===== src/rtl/frame_arb_pkg.sv =====
// Shared state type and round-robin helper for frame_stream_arbiter.
package frame_arb_pkg;

    localparam int unsigned MAX_SRC = 8;
    localparam int unsigned SEL_W   = $clog2(MAX_SRC);

    typedef enum logic [1:0] {
        IDLE,
        GRANT,
        DRAIN,
        GAP
    } arb_state_e;

    // First requester strictly after last (mod n); keeps last when nobody requests.
    function automatic logic [SEL_W-1:0] rr_next(input logic [MAX_SRC-1:0] req,
                                                 input logic [SEL_W-1:0]   last,
                                                 input int unsigned        n);
        logic [SEL_W-1:0] win;
        int unsigned      idx;
        win = last;
        for (int unsigned k = MAX_SRC; k >= 1; k--) begin
            if (k <= n) begin
                idx = (32'(last) + k) % n;
                if (req[idx[SEL_W-1:0]]) win = idx[SEL_W-1:0];
            end
        end
        return win;
    endfunction

endpackage


===== src/rtl/frame_stream_arbiter_rr_pick.sv =====
// Combinational rotating priority encoder: winner after the last grant plus any-request flag.
module rr_pick
    import frame_arb_pkg::*;
#(
    parameter int unsigned NUM_SRC = 2
) (
    input  logic [NUM_SRC-1:0]         req_i,
    input  logic [$clog2(NUM_SRC)-1:0] last_i,
    output logic [$clog2(NUM_SRC)-1:0] win_o,
    output logic                       any_o
);

    localparam int unsigned IDX_W = $clog2(NUM_SRC);

    assign win_o = IDX_W'(rr_next(MAX_SRC'(req_i), SEL_W'(last_i), NUM_SRC));
    assign any_o = |req_i;

endmodule


===== src/rtl/frame_stream_arbiter.sv =====
// Frame-granular round-robin arbiter with programmable inter-frame gap and runaway-frame truncation.
// Optional per-source frame / truncation counters under FRAME_STREAM_ARBITER_STATS_EN.
module frame_stream_arbiter
    import frame_arb_pkg::*;
#(
    parameter int unsigned NUM_SRC    = 2,
    parameter int unsigned DATA_WIDTH = 64,
    parameter int unsigned GAP_W      = 9,
    parameter int unsigned BEAT_W     = 14
) (
    input  logic                            ACLK,
    input  logic                            ARESET,
    input  logic [NUM_SRC*DATA_WIDTH-1:0]   S_AXIS_tdata,
    input  logic [NUM_SRC*DATA_WIDTH/8-1:0] S_AXIS_tkeep,
    input  logic [NUM_SRC-1:0]              S_AXIS_tvalid,
    input  logic [NUM_SRC-1:0]              S_AXIS_tlast,
    output logic [NUM_SRC-1:0]              S_AXIS_tready,
    output logic [DATA_WIDTH-1:0]           M_AXIS_tdata,
    output logic [DATA_WIDTH/8-1:0]         M_AXIS_tkeep,
    output logic                            M_AXIS_tvalid,
    output logic                            M_AXIS_tlast,
    input  logic                            M_AXIS_tready,
    input  logic [GAP_W-1:0]                gap_cycles,
    input  logic [BEAT_W-1:0]               max_beats,
    output logic [$clog2(NUM_SRC)-1:0]      grant_id,
    output logic                            busy,
    output logic                            trunc_pulse
`ifdef FRAME_STREAM_ARBITER_STATS_EN
    ,
    output logic [NUM_SRC*16-1:0]           frame_count,
    output logic [15:0]                     trunc_count
`endif
);

    localparam int unsigned IDX_W  = $clog2(NUM_SRC);
    localparam int unsigned KEEP_W = DATA_WIDTH / 8;
    localparam logic [BEAT_W-1:0] BEAT_MAX = '1;

    arb_state_e        state_q, state_d;
    logic [IDX_W-1:0]  grant_q, grant_d, pick;
    logic [BEAT_W-1:0] beat_q, beat_d;
    logic [GAP_W-1:0]  gap_q, gap_d;
    logic              any_req, out_hs, trunc_hit, frame_end;

    logic [DATA_WIDTH-1:0] src_data [NUM_SRC];
    logic [KEEP_W-1:0]     src_keep [NUM_SRC];

    for (genvar i = 0; i < NUM_SRC; i++) begin : g_unpack
        assign src_data[i] = S_AXIS_tdata[i*DATA_WIDTH +: DATA_WIDTH];
        assign src_keep[i] = S_AXIS_tkeep[i*KEEP_W +: KEEP_W];
    end

    rr_pick #(.NUM_SRC(NUM_SRC)) u_rr_pick (
        .req_i  (S_AXIS_tvalid),
        .last_i (grant_q),
        .win_o  (pick),
        .any_o  (any_req)
    );

    always_comb begin
        state_d       = state_q;
        grant_d       = grant_q;
        beat_d        = beat_q;
        gap_d         = gap_q;
        S_AXIS_tready = '0;
        M_AXIS_tdata  = '0;
        M_AXIS_tkeep  = '0;
        M_AXIS_tvalid = 1'b0;
        M_AXIS_tlast  = 1'b0;
        trunc_pulse   = 1'b0;
        out_hs        = 1'b0;
        trunc_hit     = 1'b0;
        frame_end     = 1'b0;
        case (state_q)
            IDLE: begin
                if (any_req) begin
                    grant_d = pick;
                    beat_d  = '0;
                    state_d = GRANT;
                end
            end
            GRANT: begin
                trunc_hit = (max_beats != '0) && (beat_q == max_beats - BEAT_W'(1))
                            && !S_AXIS_tlast[grant_q];
                M_AXIS_tdata           = src_data[grant_q];
                M_AXIS_tkeep           = src_keep[grant_q];
                M_AXIS_tvalid          = S_AXIS_tvalid[grant_q];
                M_AXIS_tlast           = S_AXIS_tlast[grant_q] | trunc_hit;
                S_AXIS_tready[grant_q] = M_AXIS_tready;
                out_hs                 = S_AXIS_tvalid[grant_q] & M_AXIS_tready;
                if (out_hs) begin
                    if (beat_q != BEAT_MAX) beat_d = beat_q + BEAT_W'(1);
                    trunc_pulse = trunc_hit;
                    if (trunc_hit) state_d = DRAIN;
                    else frame_end = S_AXIS_tlast[grant_q];
                end
            end
            // Swallow the remainder of a truncated frame without forwarding it.
            DRAIN: begin
                S_AXIS_tready[grant_q] = 1'b1;
                frame_end = S_AXIS_tvalid[grant_q] & S_AXIS_tlast[grant_q];
            end
            GAP: begin
                gap_d = gap_q - GAP_W'(1);
                if (gap_q <= GAP_W'(1)) state_d = IDLE;
            end
            default: state_d = IDLE;
        endcase
        if (frame_end) begin
            if (gap_cycles != '0) begin
                state_d = GAP;
                gap_d   = gap_cycles;
            end else begin
                state_d = IDLE;
            end
        end
    end

    always_ff @(posedge ACLK) begin
        if (ARESET) begin
            state_q <= IDLE;
            grant_q <= IDX_W'(NUM_SRC - 1);
            beat_q  <= '0;
            gap_q   <= '0;
        end else begin
            state_q <= state_d;
            grant_q <= grant_d;
            beat_q  <= beat_d;
            gap_q   <= gap_d;
        end
    end

    assign grant_id = grant_q;
    assign busy     = (state_q == GRANT) || (state_q == DRAIN);

`ifdef FRAME_STREAM_ARBITER_STATS_EN
    logic [15:0] frame_cnt_q [NUM_SRC];
    logic [15:0] trunc_cnt_q;

    always_ff @(posedge ACLK) begin
        if (ARESET) begin
            for (int i = 0; i < NUM_SRC; i++) frame_cnt_q[i] <= '0;
            trunc_cnt_q <= '0;
        end else begin
            if (out_hs && M_AXIS_tlast) frame_cnt_q[grant_q] <= frame_cnt_q[grant_q] + 16'd1;
            if (trunc_pulse) trunc_cnt_q <= trunc_cnt_q + 16'd1;
        end
    end

    for (genvar i = 0; i < NUM_SRC; i++) begin : g_stats
        assign frame_count[i*16 +: 16] = frame_cnt_q[i];
    end
    assign trunc_count = trunc_cnt_q;
`endif

endmodule


===== config.mk =====
export PLATFORM = sky130hd
export DESIGN_NAME = frame_stream_arbiter
export DESIGN_NICKNAME = d
export VERILOG_FILES = /design/src/rtl/frame_arb_pkg.sv /design/src/rtl/frame_stream_arbiter_rr_pick.sv /design/src/rtl/frame_stream_arbiter.sv
export SDC_FILE = /design/constraint.sdc
export NUM_CORES = 1
export LEC_CHECK = 0
export ABC_AREA = 0
export CORE_ASPECT_RATIO = 0.8
export CORE_MARGIN = 10
export CORE_UTILIZATION = 36
export DETAILED_ROUTE_END_ITERATION = 7
export HOLD_SLACK_MARGIN = 0.15
export PLACE_DENSITY_LB_ADDON = 0.05
export SLEW_MARGIN = 20
export SYNTH_ARGS = -nofsm -noshare
export SYNTH_HDL_FRONTEND = slang
export SYNTH_SLANG_ARGS = --single-unit

===== constraint.sdc =====
create_clock -name ACLK -period 6.4 [get_ports ACLK]
set_input_delay 0.64 -clock ACLK [delete_from_list [all_inputs] [get_ports ACLK]]
set_output_delay 0.64 -clock ACLK [all_outputs]
set_load 0.02 [all_outputs]

==> results of run 1 <==
-- synth_stat cells, types with 5 or more instances --
| master | count |
|---|---|
| a211oi_1 | 7 |
| a21oi_1 | 10 |
| buf_1 | 8 |
| clkbuf_1 | 14 |
| dfxtp_1 | 26 |
| ha_1 | 9 |
| inv_1 | 12 |
| mux2i_1 | 74 |
| nand2_1 | 17 |
| nand3_1 | 8 |
| nand4_1 | 9 |
| nor2_1 | 105 |
| nor3_1 | 11 |
| nor4_1 | 7 |
| o21ai_0 | 5 |
| xnor2_1 | 16 |
| xor2_1 | 15 |
-- per-layer routing --
| layer | up-vias | routed length (um) | global-route usage |
|---|---|---|---|
| met2 | 171 | 7710 | 0.379 |
| met4 | 0 | 198 | 0.0375 |
| met3 | 14 | 1490 | 0.0826 |
| met1 | 1797 | 5710 | 0.236 |
| met5 | - | 0 | 0 |
| li1 | 1959 | - | - |
-- tightest hold or removal path: cells and delay by family (launching register included) --
kind	cells	cell delay (ns)
AOI/OAI and AO/OA	2	0.16
DFF	1	0.35
-- power by group through the flow --
stage / clock network (uW) / logic [uW] / registers [uW]
final: 124 / 1080 / 240
after detailed placement: 0 / 1090 / 242
after CTS: 125 / 1090 / 239
after floorplan: 0 / 620 / 214
after global routing: 130 / 1160 / 244
after global placement: 0 / 1070 / 240
-- final cells by class --
type / count / area share
multi-input combinational: 355 / 0.421
sequential: 26 / 0.0914
timing repair buffer: 255 / 0.444
inverter: 12 / 0.00785
tap: 112 / 0.0244
clock buffer: 4 / 0.0116
-- through the flow --
step	util	std cells	hold WS (ns)	power [uW]	setup WS, ns
floorplan	-	420	0.479	835	2.94
global placement	0.671	760	0.511	1310	1.86
detailed placement	0.671	760	0.537	1330	1.79
CTS	0.679	764	0.550	1460	1.77
global route	0.679	764	0.571	1530	1.62
finish	0.679	764	0.552	1450	1.76
-- logic make-up (layout without fill, tap and decap cells) --
| logic type | Yosys count | after routing |
|---|---|---|
| XOR/XNOR | 31 | 31 |
| adder cells (fa/ha/maj) | 9 | 9 |
| buffers and inverters | 39 | 271 |
| flip-flops | 26 | 26 |
| multiplexers | 76 | 76 |
| AO/OA/AOI/OAI | 53 | 53 |
| AND/OR/NAND/NOR | 186 | 186 |
-- registers in the layout, indices dropped and copies added, names as in the netlist --
signal and cells:
grant_id 1, beat_q 14, gap_q 9, state_q 2
-- worst paths after layout --
| path | start | endpoint |
|---|---|---|
| worst max-delay path | max_beats[0] | trunc_pulse |
| worst min-delay path | gap_q[3]$_SDFF_PP0_ | gap_q[3]$_SDFF_PP0_ |
| worst max register to register | grant_id$_SDFFE_PP1P_ | beat_q[6]$_SDFFE_PP0P_ |
| worst min register to register | gap_q[3]$_SDFF_PP0_ | gap_q[3]$_SDFF_PP0_ |
==> impl_metrics.ini, run 1 <==
[run_status]
status = finished clean

[power]
leakage_uw = 0.00242
power.internal_uw = 776
seqPwrFrac = 0.166
peakVddDrop_uv = 188
p_sw_uw = 669
sw_frac_of_total = 0.463
comb_power_share = 0.748
pwr-share-clk = 0.086
pwr_density_cell_nw_per_um2 = 252

[final_layout]
final_common_cell = clkdlybuf4s50_1
multi_input_area_sq_um = 2410
syn2layout_area_growth_pct = 85.4
most-common-layout-cells = 252 x clkdlybuf4s50_1, 105 x nor2_1, 74 x mux2i_1
fin_area_sq_um = 5740
register_area_sq_um = 524
antenna_cells = 0
post_route_cells_drive_above_1_share = 0.0307
fin_nets = 836
fillers = 726

[floorplan]
ios = 253
initial_core_util = 0.366
die_area_sq_um = 12700
core-area_sq_um = 8450
die_y_um = 103
dieWidth_um = 124
rows = 30

[route]
ant_nets = 0
first_pass_iters = 4
wl_um = 15100
drt_iter0_drc = 242
vias = 3941
via_per_inst = 5.16
wl_per_cell_um = 19.8
drcViolationCount = 0

[placement]
dp_hpwl_um = 13000
portBuffers = 252
place_area_sq_um = 5670
gp_congestion = 0.937

[critical_path]
ff2ff_setup_slack_ns = 3.87
cpLargestDelayFamily = simple AND/OR/NAND/NOR gates
cp_num_cells = 10
critical_path.startpoint_type = primary input
r2r_cells = 7
crit_fanout = 6
crit_path_max_incr_delay_ns = 0.65
crit_buf_inv = 3
slowest_stage = clkdlybuf4s50_1
end_kind = output pin
critPathKind = in -> out
worstPathRequired_ns = 5.76
worstPathArrival_ns = 4.00
crit_path_cell_trace = clkdlybuf4s50_1 -> inv_1 -> ha_1 -> or4b_1 -> nor3_1 -> mux2_2 -> o21ai_1 -> nand4_1 -> nor3_1 -> clkdlybuf4s50_1

[cts]
cts_made_buffers = 3
clock_latency_ns = 0.28
ctsHoldBuffers = 0
post_cts_buffers = 0
cts_tree = built
clk_pin_slew_worst_paths_ns = 0.09
root_buffer = clkbuf_8
clk_path_buf_depth = 2
cts-resized-gates = 0
cts.htree.levels = 1
numClockSinks = 26

[synthesis]
ys_types = 58
synth_edf_count = 0
synth_top_flop_cell = dfxtp_1
syn_inst = 420
synth_top_cell_by_area = mux2i_1
synth-compound-area-share = 0.130
synth_top_family_by_area = simple AND/OR/NAND/NOR gates
syn_avg_cell_area_sq_um = 7.37
synth-simple-area-share = 0.280
ys_warn_count = 0
async_flop_share = 0
synth-seq-cells = 26
yosysSeqAreaShare = 0.168
syn_area_sq_um = 3090
syn_nets = 603
synth_xor_area_frac = 0.0877
synth_area_leaders = mux2i_1 24%, dfxtp_1 17%, nor2_1 13%
synth-adder-area-share = 0.0364
synth.area.mux_share = 0.247
synth_top_area_share = 0.239

[global_route]
grt_pass1_vias = 3804
grt_max_degree = 76
grt_first_pass_wirelength_um = 21300
grt-ovfl-total = 0
antenna_found_initial = 0
grt_use_total = 0.212

[sta]
fin_crit_sh = 0.726
post-route-min-period_ns = 4.64
worstMarginPinSlew_ns = 0.872
rsz0062_at_grt = no
hold_violations = 0
setup_viol = 0
finalMaxSlewViolations = 0
fmax_mhz = 215
skew_ns = 0.00843
slew_headroom = 0.419
tns_ns = 0

[min_path]
hold_path.class = reg -> reg
whs_path_depth = 2

[job]
drv_cap = 0
(Power assumes the default switching activity.)
==> inputs of run 2 (changes only) <==
--- a/config.mk
+++ b/config.mk
@@ -8,7 +8,7 @@
 export ABC_AREA = 0
 export CORE_ASPECT_RATIO = 0.8
 export CORE_MARGIN = 10
-export CORE_UTILIZATION = 36
+export CORE_UTILIZATION = 34
 export DETAILED_ROUTE_END_ITERATION = 7
 export HOLD_SLACK_MARGIN = 0.15
 export PLACE_DENSITY_LB_ADDON = 0.05
==> constraint.sdc (replaced) <==
create_clock -name ACLK -period 4.83 [get_ports ACLK]
set_input_delay 0.483 -clock ACLK [delete_from_list [all_inputs] [get_ports ACLK]]
set_output_delay 0.483 -clock ACLK [all_outputs]
set_load 0.02 [all_outputs]
==> impl_metrics.ini, run 2 (synthesized netlist as in run 1, its figures left out) <==
[global_route]
grt_use_total = 0.210
grt_max_degree = 55
grt-ovfl-total = 0
grt_pass1_vias = 3805
grt_first_pass_wirelength_um = 22600
antenna_found_initial = 0

[power]
peakVddDrop_uv = 207
leakage_uw = 0.00244
pwr_density_cell_nw_per_um2 = 342

[cts]
cts_tree = built
post_cts_buffers = 0
numClockSinks = 26
clk_path_buf_depth = 2
cts-resized-gates = 0
root_buffer = clkbuf_16
clock_latency_ns = 0.26
cts_made_buffers = 3
ctsHoldBuffers = 0
clk_pin_slew_worst_paths_ns = 0.07
cts.htree.levels = 1

[route]
drcViolationCount = 0
first_pass_iters = 5
ant_nets = 0
wl_um = 15400
vias = 3924
drt_iter0_drc = 274
via_per_inst = 5.12
wl_per_cell_um = 20.0

[sta]
fmax_mhz = 231
post-route-min-period_ns = 4.32
skew_ns = 0.00383
tns_ns = 0
worstMarginPinSlew_ns = 0.915
hold_violations = 0
rsz0062_at_grt = no
slew_headroom = 0.389
setup_viol = 0
fin_crit_sh = 0.895
finalMaxSlewViolations = 0

[min_path]
hold_path.class = reg -> reg

[floorplan]
ios = 253
initial_core_util = 0.345
die_area_sq_um = 13300
core-area_sq_um = 8960
dieWidth_um = 127
rows = 31
die_y_um = 105

[critical_path]
worstPathArrival_ns = 3.84
worstPathRequired_ns = 4.35
critPathKind = in -> out
end_kind = output pin
crit_path_max_incr_delay_ns = 0.71
crit_fanout = 6
ff2ff_setup_slack_ns = 2.16
slowest_stage = clkdlybuf4s50_1
crit_path_cell_trace = clkdlybuf4s50_1 -> inv_1 -> ha_1 -> or4b_1 -> nor3_1 -> mux2_2 -> o21ai_1 -> nand4_1 -> a21oi_1 -> clkdlybuf4s50_1
path_common_cell = clkdlybuf4s50_1
critical_path.startpoint_type = primary input

[final_layout]
post-route-util = 0.644
most-common-layout-cells = 252 x clkdlybuf4s50_1, 105 x nor2_1, 74 x mux2i_1
final_common_cell = clkdlybuf4s50_1
register_area_sq_um = 524
top_register = beat_q
antenna_cells = 0
largest_register_ffs = 14
multi_input_area_sq_um = 2410
post_route_cells_drive_above_1_share = 0.0307
syn2layout_area_growth_pct = 86.6
fillers = 763
fin_nets = 836
top_regs = beat_q (14), gap_q (9), state_q (2)

[placement]
portBuffers = 252
dp_hpwl_um = 13200
gp_congestion = 0.928

[job]
drv_cap = 0

[run_status]
status = finished clean
-- run 2: final timing paths --
| check | start | end | cells past startpoint |
|---|---|---|---|
| max | max_beats[0] | M_AXIS_tlast | 10 |
| min reg2reg | gap_q[3]$_SDFF_PP0_ | gap_q[3]$_SDFF_PP0_ | 2 |
| max reg2reg | grant_id$_SDFFE_PP1P_ | beat_q[6]$_SDFFE_PP0P_ | 7 |
| min | gap_q[3]$_SDFF_PP0_ | gap_q[3]$_SDFF_PP0_ | 2 |
-- run 2: area by class of cell --
| type | count | area share |
|---|---|---|
| multi-input combinational | 355 | 0.418 |
| sequential | 26 | 0.0908 |
| clock buffer | 4 | 0.0173 |
| tap | 115 | 0.0249 |
| timing repair buffer | 255 | 0.441 |
| inverter | 12 | 0.00780 |
-- run 2: critical path: cells and delay by family --
kind | cells | cell delay [ns]
buffers and inverters | 3 | 1.28
adders and majority gates | 1 | 0.22
muxes | 1 | 0.37
AOI/OAI and AO/OA | 2 | 0.40
and+or+nand+nor | 3 | 1.09
-- run 2: metal layers --
layer	global-route usage	vias to the layer above	wire length, um
met5	0	-	0
met2	0.396	165	8130
li1	-	1954	-
met4	0.0170	0	83
met3	0.0706	8	1250
met1	0.230	1797	5910
-- run 2: where the power goes --
| group | switching [uW] | internal, uW |
|---|---|---|
| registers | 76.0 | 250 |
| logic | 735 | 689 |
| clock network | 78.1 | 144 |
-- run 2: per-stage QoR --
step           area (sq um)  instances  hold WS (ns)  power [uW]  setup slack, ns
3_3_place_gp           5670        763         0.516        1750            0.581
2_1_floorplan          3090        420         0.479        1110             1.68
6_report               5770        767         0.529        1970            0.506
5_1_grt                5770        767         0.556        2090            0.366
3_5_place_dp           5670        763         0.520        1760            0.524
4_1_cts                5770        767         0.532        1990            0.522
==> inputs of run 3 (changes only) <==
--- a/config.mk
+++ b/config.mk
@@ -11,7 +11,7 @@
 export CORE_UTILIZATION = 34
 export DETAILED_ROUTE_END_ITERATION = 7
 export HOLD_SLACK_MARGIN = 0.15
-export PLACE_DENSITY_LB_ADDON = 0.05
+export PLACE_DENSITY_LB_ADDON = 0.08
 export SLEW_MARGIN = 20
 export SYNTH_ARGS = -nofsm -noshare
 export SYNTH_HDL_FRONTEND = slang
==> impl_metrics.ini, run 3 (synthesized netlist as in run 1, its figures left out) <==
[run_status]
status = finished clean

[cts]
cts-resized-gates = 0
ctsHoldBuffers = 0
cts_tree = built
cts_made_buffers = 3
clk_path_buf_depth = 2
clock_latency_ns = 0.26
numClockSinks = 26
clk_pin_slew_worst_paths_ns = 0.06
cts.htree.levels = 1
root_buffer = clkbuf_16
post_cts_buffers = 0

[job]
drv_cap = 0

[global_route]
grt_use_total = 0.210
grt_pass1_vias = 3745
grt-ovfl-total = 0
grt_first_pass_wirelength_um = 22800
antenna_found_initial = 1
grt_max_degree = 59

[floorplan]
die_y_um = 105
ios = 253
initial_core_util = 0.345
core-area_sq_um = 8960
dieWidth_um = 127
die_area_sq_um = 13300
rows = 31

[power]
peakVddDrop_uv = 212
leakage_uw = 0.00244
seqPwrFrac = 0.168
pwr_density_cell_nw_per_um2 = 345
p_sw_uw = 890
sw_frac_of_total = 0.447
power.total_uw = 1990
pwr-share-clk = 0.121
power.internal_uw = 1100
comb_power_share = 0.712

[sta]
fmax_mhz = 232
post-route-min-period_ns = 4.31
worstMarginPinSlew_ns = 0.974
slew_headroom = 0.350
rsz0062_at_grt = no
tns_ns = 0
skew_ns = 0.00364
finalMaxSlewViolations = 0
hold_violations = 0
setup_viol = 0
setup_ws_ns = 0.523
fin_crit_sh = 0.892

[final_layout]
antenna_cells = 0
largest_register_ffs = 14
fillers = 765
final_common_cell = clkdlybuf4s50_1
fin_nets = 836
top_regs = beat_q (14), gap_q (9), state_q (2)
top_register = beat_q
layout.cells.non_filler = 767
most-common-layout-cells = 252 x clkdlybuf4s50_1, 105 x nor2_1, 74 x mux2i_1
fin_area_sq_um = 5780
syn2layout_area_growth_pct = 86.7
post_route_cells_drive_above_1_share = 0.0307

[critical_path]
worstPathArrival_ns = 3.82
critical_path.startpoint_type = primary input
slowest_stage = clkdlybuf4s50_1
crit_fanout = 6
crit_path_max_incr_delay_ns = 0.66
crit_path_cell_trace = clkdlybuf4s50_1 -> inv_1 -> ha_1 -> or4b_1 -> nor3_1 -> mux2_2 -> o21ai_1 -> nand4_1 -> nor3_1 -> clkdlybuf4s50_1
cpLargestDelayFamily = simple AND/OR/NAND/NOR gates
regToRegStartpoint = grant_id$_SDFFE_PP1P_
critPathKind = in -> out
startpoint = max_beats[0]
end_kind = output pin
crit_buf_inv = 3
worstPathRequired_ns = 4.35
cp_num_cells = 10
r2r_cells = 7

[route]
dr_wl_met2_um = 7840
drcViolationCount = 0
vias = 3910
first_pass_iters = 5
routed.top_layer = met4
via_per_inst = 5.10
drt_iter0_drc = 248
wl_met1_um = 6200
met3_length_um = 1310
wl_um = 15600
ant_nets = 0
wl_per_cell_um = 20.3

[min_path]
hold_path.class = reg -> reg
whs_path_depth = 2
hold_start = beat_q[1]$_SDFFE_PP0P_

[placement]
place_area_sq_um = 5670
placedCellCount = 763
portBuffers = 252
dp_hpwl_um = 13200
dp_slack_ns = 0.528
gp_congestion = 0.899
## run 3: cell count changes in the layout (fill, tap and decap cells not counted), sizes merged
cell,previous run,this run
bufinv,0,1
clkbuf,4,3
## run 3: worst paths after layout
| kind | to | slack (ns) |
|---|---|---|
| worst max-delay path | trunc_pulse | 0.52 |
| worst min-delay path | beat_q[1]$_SDFFE_PP0P_ | 0.55 |
| worst max register to register | beat_q[8]$_SDFFE_PP0P_ | 2.05 |
| worst min register to register | beat_q[1]$_SDFFE_PP0P_ | 0.55 |
## run 3: power groups by stage
stage	registers (uW)	clock network, uW	logic [uW]
floorplan	284	0	822
finish	335	240	1420
global placement	336	0	1410
CTS	334	245	1430
global route	342	255	1510
detailed placement	337	0	1420
## run 3: stage by stage
step	hold WS, ns	utilization
final	0.554	0.645
after detailed placement	0.527	0.633
after global placement	0.521	0.633
after CTS	0.551	0.645
after floorplan	0.479	-
after global routing	0.585	0.645
## run 3: final cells by class
class                   count  area (sq um)  share of cell area
clock buffers               3          75.1              0.0130
clock inverters             1          30.0             0.00520
inverters                  12          45.0             0.00780
multi-input cells         355          2410               0.418
flip-flops and latches     26           524              0.0907
well taps                 115           144              0.0249
repair buffers            255          2540               0.440
## run 3: worst register-to-register path, cell delays in order (launching register included)
cell and delay [ns]:
dfxtp_4 0.80, mux2i_1 0.20, nand2b_1 0.23, a31o_2 0.26
a21oi_1 0.44, nand4_1 0.26, or3_1 0.36, a21oi_1 0.16
## run 3: routing by layer
metal	up-vias	global-route usage
li1	1959	-
met1	1757	0.245
met2	180	0.383
met3	14	0.0596
met4	0	0.0227
met5	-	0
==> RTL edit 1: new RTL, settings of run 3 <==
Add a define of `FRAME_STREAM_ARBITER_STATS_EN`.
--- a/src/rtl/frame_stream_arbiter.sv
+++ b/src/rtl/frame_stream_arbiter.sv
@@ -1,5 +1,7 @@
 // Frame-granular round-robin arbiter with programmable inter-frame gap and runaway-frame truncation.
 // Optional per-source frame / truncation counters under FRAME_STREAM_ARBITER_STATS_EN.
+`define FRAME_STREAM_ARBITER_STATS_EN
+
 module frame_stream_arbiter
     import frame_arb_pkg::*;
 #(
Function (old outputs only; new: frame_count and trunc_count): kept (equiv_simple and equiv_induct, registers matched by name and starting in step).
==> RTL edit 1 against run 3 <==
Synthesized area increased by 89%; sequential cell count increased by 49; maximum frequency increased by 4.1%; count of clock-buffer cells in the layout increased by 6; first-iteration DRC count increased by 55%; power increased by 39%; wire length increased by 51%; critical path depth decreased by 2; die area increased by 72%; setup slack improved by 0.17 ns; global-route usage decreased by 1.3 points; core utilization decreased by 8.2 points; final area increased by 63%.
==> RTL edit 1: results <==
set metrics [dict create \
    initialDrtViolationCount 385 \
    gp_congestion 0.866 \
    p_clk_share_pct 25.6 \
    worstMarginPinSlew_ns 1.02 \
    drive_above_1_share_pct 6.20 \
    grtUsageMet3_pct 5.61 \
    clkLatencyLatePin_ns 0.33 \
    grtUsageTotal_pct 19.7 \
    synth_most_common_cell "nor2b_1" \
    grt_max_degree 92 \
    met1_usage_pct 25.1 \
    cts-resized-gates 0 \
    powerComb_w 0.00133 \
    met3_length_mm 1.48 \
    wl_met2_mm 11.4 \
    hpwl_mm 19.2 \
    antenna_found_initial 0 \
    synthTopCellsByCount "nor2b_1, nor2_1, mux2i_1" \
    nNetsFinal 1148 \
    outcome "finished, final reports clean" \
    synth_edf_count 32 \
    grt_pass1_vias 5679 \
    cp.arrival_ns 3.65 \
    wirelength_mm 23.6 \
    seq_area_frac_synth_pct 31.1 \
    ir_drop_v 0.000187 \
    avgSynthCellArea_um2 8.59 \
    grt_pass1_wl_mm 35.8 \
    intPower_w 0.00179 \
    wl_met1_mm 10.3 \
    power.leakage_nw 3.68 \
    via_per_inst 4.99 \
    synth_compound_area_share_pct 11.1 \
    synth_xor_area_share_pct 5.98 \
    regMostFlops "frame_cnt_q" \
    met2_usage_pct 32.7 \
    firstDrtPassIters 5 \
    largest_reg_flops 32 \
    htreeDepth 3 \
    synth.area.top_cells "edfxtp_1, dfxtp_1, mux2i_1, nor2b_1, nor2_1" \
    io_buffers 300 \
    clock_skew_ns 0.00557 \
    post_dp_cell_area_um2 9080 \
    cts_made_buffers 9 \
    cp_max_fo 8 \
    min_path_type "register to register" \
    synthMuxAreaShare_pct 16.7 \
    synth_fp_nets 867 \
    avgRoutedWirePerCell_um 19.8 \
    dp_cells 1172 \
    synth_fa_ha_area_share_pct 2.35 \
]
## RTL edit 1: changes by cell type in the layout (fill, tap and decap cells not counted), sizes merged, moves of 7 or more
cell and delta:
a21oi +22, buf +9, clkdlybuf4s50 +47, dfxtp +17, edfxtp +32, mux2 +13
mux2i +7, nand2 +16, nand2b +7, nand3 +8, nand4 +9, nor2 -21
nor2b +94
## RTL edit 1: final cells by class
class,count,area (µm²)
fillers,1559,7310
multi-input cells,555,3850
repair buffers,311,3090
clock buffers,9,225
clock inverters,7,92.6
well taps,220,275
inverters,11,41.3
flip-flops and latches,75,1830
## RTL edit 1: metrics by stage
| step | hold slack [ns] | setup WS [ns] | utilization (%) | power, W |
|---|---|---|---|---|
| after floorplan | 0.483 | 1.43 | - | 0.00147 |
| after global placement | 0.522 | 0.685 | 54.4 | 0.00209 |
| after detailed placement | 0.521 | 0.631 | 54.4 | 0.00208 |
| after CTS | 0.530 | 0.660 | 56.3 | 0.00280 |
| after global routing | 0.573 | 0.576 | 56.3 | 0.00291 |
| final | 0.532 | 0.693 | 56.3 | 0.00278 |
## RTL edit 1: worst paths after layout
kind                                                   endpoint  slack, ns  depth (start not counted)                     from
worst max-delay path                                trunc_pulse       0.69                          8             max_beats[6]
worst min-delay path                    state_q[1]$_SDFFE_PP0P_       0.53                          2  state_q[1]$_SDFFE_PP0P_
worst max register to register  frame_cnt_q[0][1]$_SDFFCE_PN0P_       1.51                          9   beat_q[3]$_SDFFE_PP0P_
worst min register to register          state_q[1]$_SDFFE_PP0P_       0.53                          2  state_q[1]$_SDFFE_PP0P_
## RTL edit 1: worst max-delay path: cells and delay by family
kind	cells	cell delay [ns]
and+or+nand+nor	5	1.82
AOI/OAI and AO/OA	1	0.17
buffers and inverters	2	1.18
==> RTL edit 2: new RTL, config.mk and constraints of run 3 <==
Made on the original files. Encoding of `arb_state_e`: now Gray code (2 bits for 4 states).
--- a/src/rtl/frame_arb_pkg.sv
+++ b/src/rtl/frame_arb_pkg.sv
@@ -5,10 +5,10 @@
     localparam int unsigned SEL_W   = $clog2(MAX_SRC);
 
     typedef enum logic [1:0] {
-        IDLE,
-        GRANT,
-        DRAIN,
-        GAP
+        IDLE  = 2'b00,
+        GRANT = 2'b01,
+        DRAIN = 2'b11,
+        GAP   = 2'b10
     } arb_state_e;
 
     // First requester strictly after last (mod n); keeps last when nobody requests.
Check against the original RTL: same outputs for any inputs over 4 cycles, from zero or initial values and one cycle with ARESET high; so few cycles prove little.
==> RTL edit 2 against run 3 <==
Synthesized area down 2.4%; sequential share of layout area up 0.18 points; final area down 1.9%; setup slack better by 0.20 ns; critical path depth down 2; sequential cell count unchanged; wire length down 0.51%; highest routed layer unchanged.
Power is not compared: it rests on default switching activity, and its combinational part moved more than twofold at a synthesized area within 25%.
==> RTL edit 2: results <==
set metrics [dict create \
    clock-root-buffer "clkbuf_8" \
    holdWs_ns 0.559 \
    worstHoldStart "gap_q[0]$_SDFF_PP0_" \
    hpwl_mm 13.1 \
    seq_area_frac_synth_pct 17.2 \
    yosys_warnings 0 \
    overflow 0 \
    cp.arrival_ns 3.62 \
    async_reset_ff_share_pct 0 \
    cp_max_fo 6 \
    antenna_found_initial 0 \
    min_path_cells 2 \
    cts_setup_buffers 0 \
    synth_fp_nets 587 \
    htreeDepth 1 \
    power.leakage_nw 2.40 \
    cts-resized-gates 0 \
    r2r_setup_slack_ns 2.01 \
    synth.area.top_cells "mux2i_1, dfxtp_1, nor2_1, xnor2_1, xor2_1" \
    firstDrtPassIters 4 \
    grt_pass1_vias 3826 \
    grtUsageTotal_pct 21.7 \
    clk_path_buf_depth 2 \
    syn_inst 408 \
    top_regs "beat_q: 14 flops, gap_q: 9 flops, state_q: 2 flops" \
    clkLatencyLatePin_ns 0.27 \
    ir_drop_v 0.000216 \
    initialDrtViolationCount 192 \
    outcome "finished, final reports clean" \
    timing.rr.start "grant_id$_SDFFE_PP1P_" \
    via_per_inst 5.00 \
    nNetsFinal 820 \
    grt_pass1_wl_mm 22.7 \
    synthTopCellsByCount "nor2_1, mux2i_1, dfxtp_1" \
    fin_cells 752 \
    min_path_type "register to register" \
    n_antenna_cell 0 \
    whs_endpoint "gap_q[0]$_SDFF_PP0_" \
    r2r_cells 5 \
    synthDistinctLibCells 47 \
    drive_above_1_share_pct 2.97 \
    clock_skew_ns 0.00322 \
    r2r_end "beat_q[3]$_SDFFE_PP0P_" \
    clkTransAtPathRegs_ns 0.09 \
    worstMarginPinSlew_ns 0.978 \
    gp_congestion 0.842 \
    grt_max_degree 60 \
    cts_made_buffers 3 \
    avgRoutedWirePerCell_um 20.6 \
    synth_flop_cell "dfxtp_1" \
    io_buffers 252 \
]
RTL edit 2: changes by cell type after synthesis, moves of 4 or more:
cell / run 3 / this run
ha_1: 9 / 5
nand4_1: 9 / 5
nor2_1: 105 / 114
nor3_1: 11 / 4
nor4_2: 0 / 5
o211ai_1: 4 / 0
xnor2_1: 16 / 25
RTL edit 2: layout make-up:
cell class	instances	area, µm²
Clock inverter	1	30.0
Inverter	9	33.8
Clock buffer	3	41.3
Fill cell	714	2890
Multi-Input combinational cell	346	2350
Tap cell	112	140
Sequential cell	26	524
Timing Repair Buffer	255	2540
RTL edit 2: per-stage QoR:
step | total power, W | setup WS [ns] | instance area, µm²
floorplan | 0.000525 | 2.13 | 3020
global placement | 0.000844 | 0.852 | 5590
detailed placement | 0.000850 | 0.751 | 5590
CTS | 0.00103 | 0.742 | 5670
global route | 0.00108 | 0.447 | 5670
finish | 0.00103 | 0.725 | 5670
RTL edit 2: where the power goes:
group	switching (W)	internal (W)	total [W]
clock network	0.0000705	0.000111	0.000181
logic	0.000271	0.000321	0.000593
registers	0.0000331	0.000222	0.000256
RTL edit 2: logic make-up (layout without fill, tap and decap cells):
group / Yosys count / in the layout / share of synthesized area, %
DFF: 26 / 26 / 17.2
xor gates and xnor gates: 37 / 37 / 10.7
AOI/OAI and AO/OA: 39 / 39 / 9.03
buffers and inverters: 36 / 268 / 4.97
muxes: 75 / 75 / 24.9
and+or+nand+nor: 190 / 190 / 31.1
adders and majority gates: 5 / 5 / 2.07
RTL edit 2: worst max path at each step:
stage,endpoint,slack [ns],startpoint
2_1_floorplan,M_AXIS_tlast,2.13,max_beats[0]
3_3_place_gp,trunc_pulse,0.85,max_beats[2]
3_5_place_dp,trunc_pulse,0.75,max_beats[2]
4_1_cts,trunc_pulse,0.74,max_beats[2]
5_1_grt,M_AXIS_tlast,0.45,max_beats[2]
6_report,M_AXIS_tlast,0.73,max_beats[2]
RTL edit 2: critical path, stage by stage:
cell,delay [ns]
clkdlybuf4s50_1,0.53
nor3_1,0.55
nand3_1,0.21
xnor2_1,0.18
a2111oi_0,0.44
o2111ai_1,0.31
a21oi_1,0.25
clkdlybuf4s50_1,0.65
RTL edit 2: routing by layer:
layer,track usage [%],part of all wire [%]
met2,39.5,52
met4,3.69,1.2
met5,0,0
met3,10.3,11
met1,22.2,37
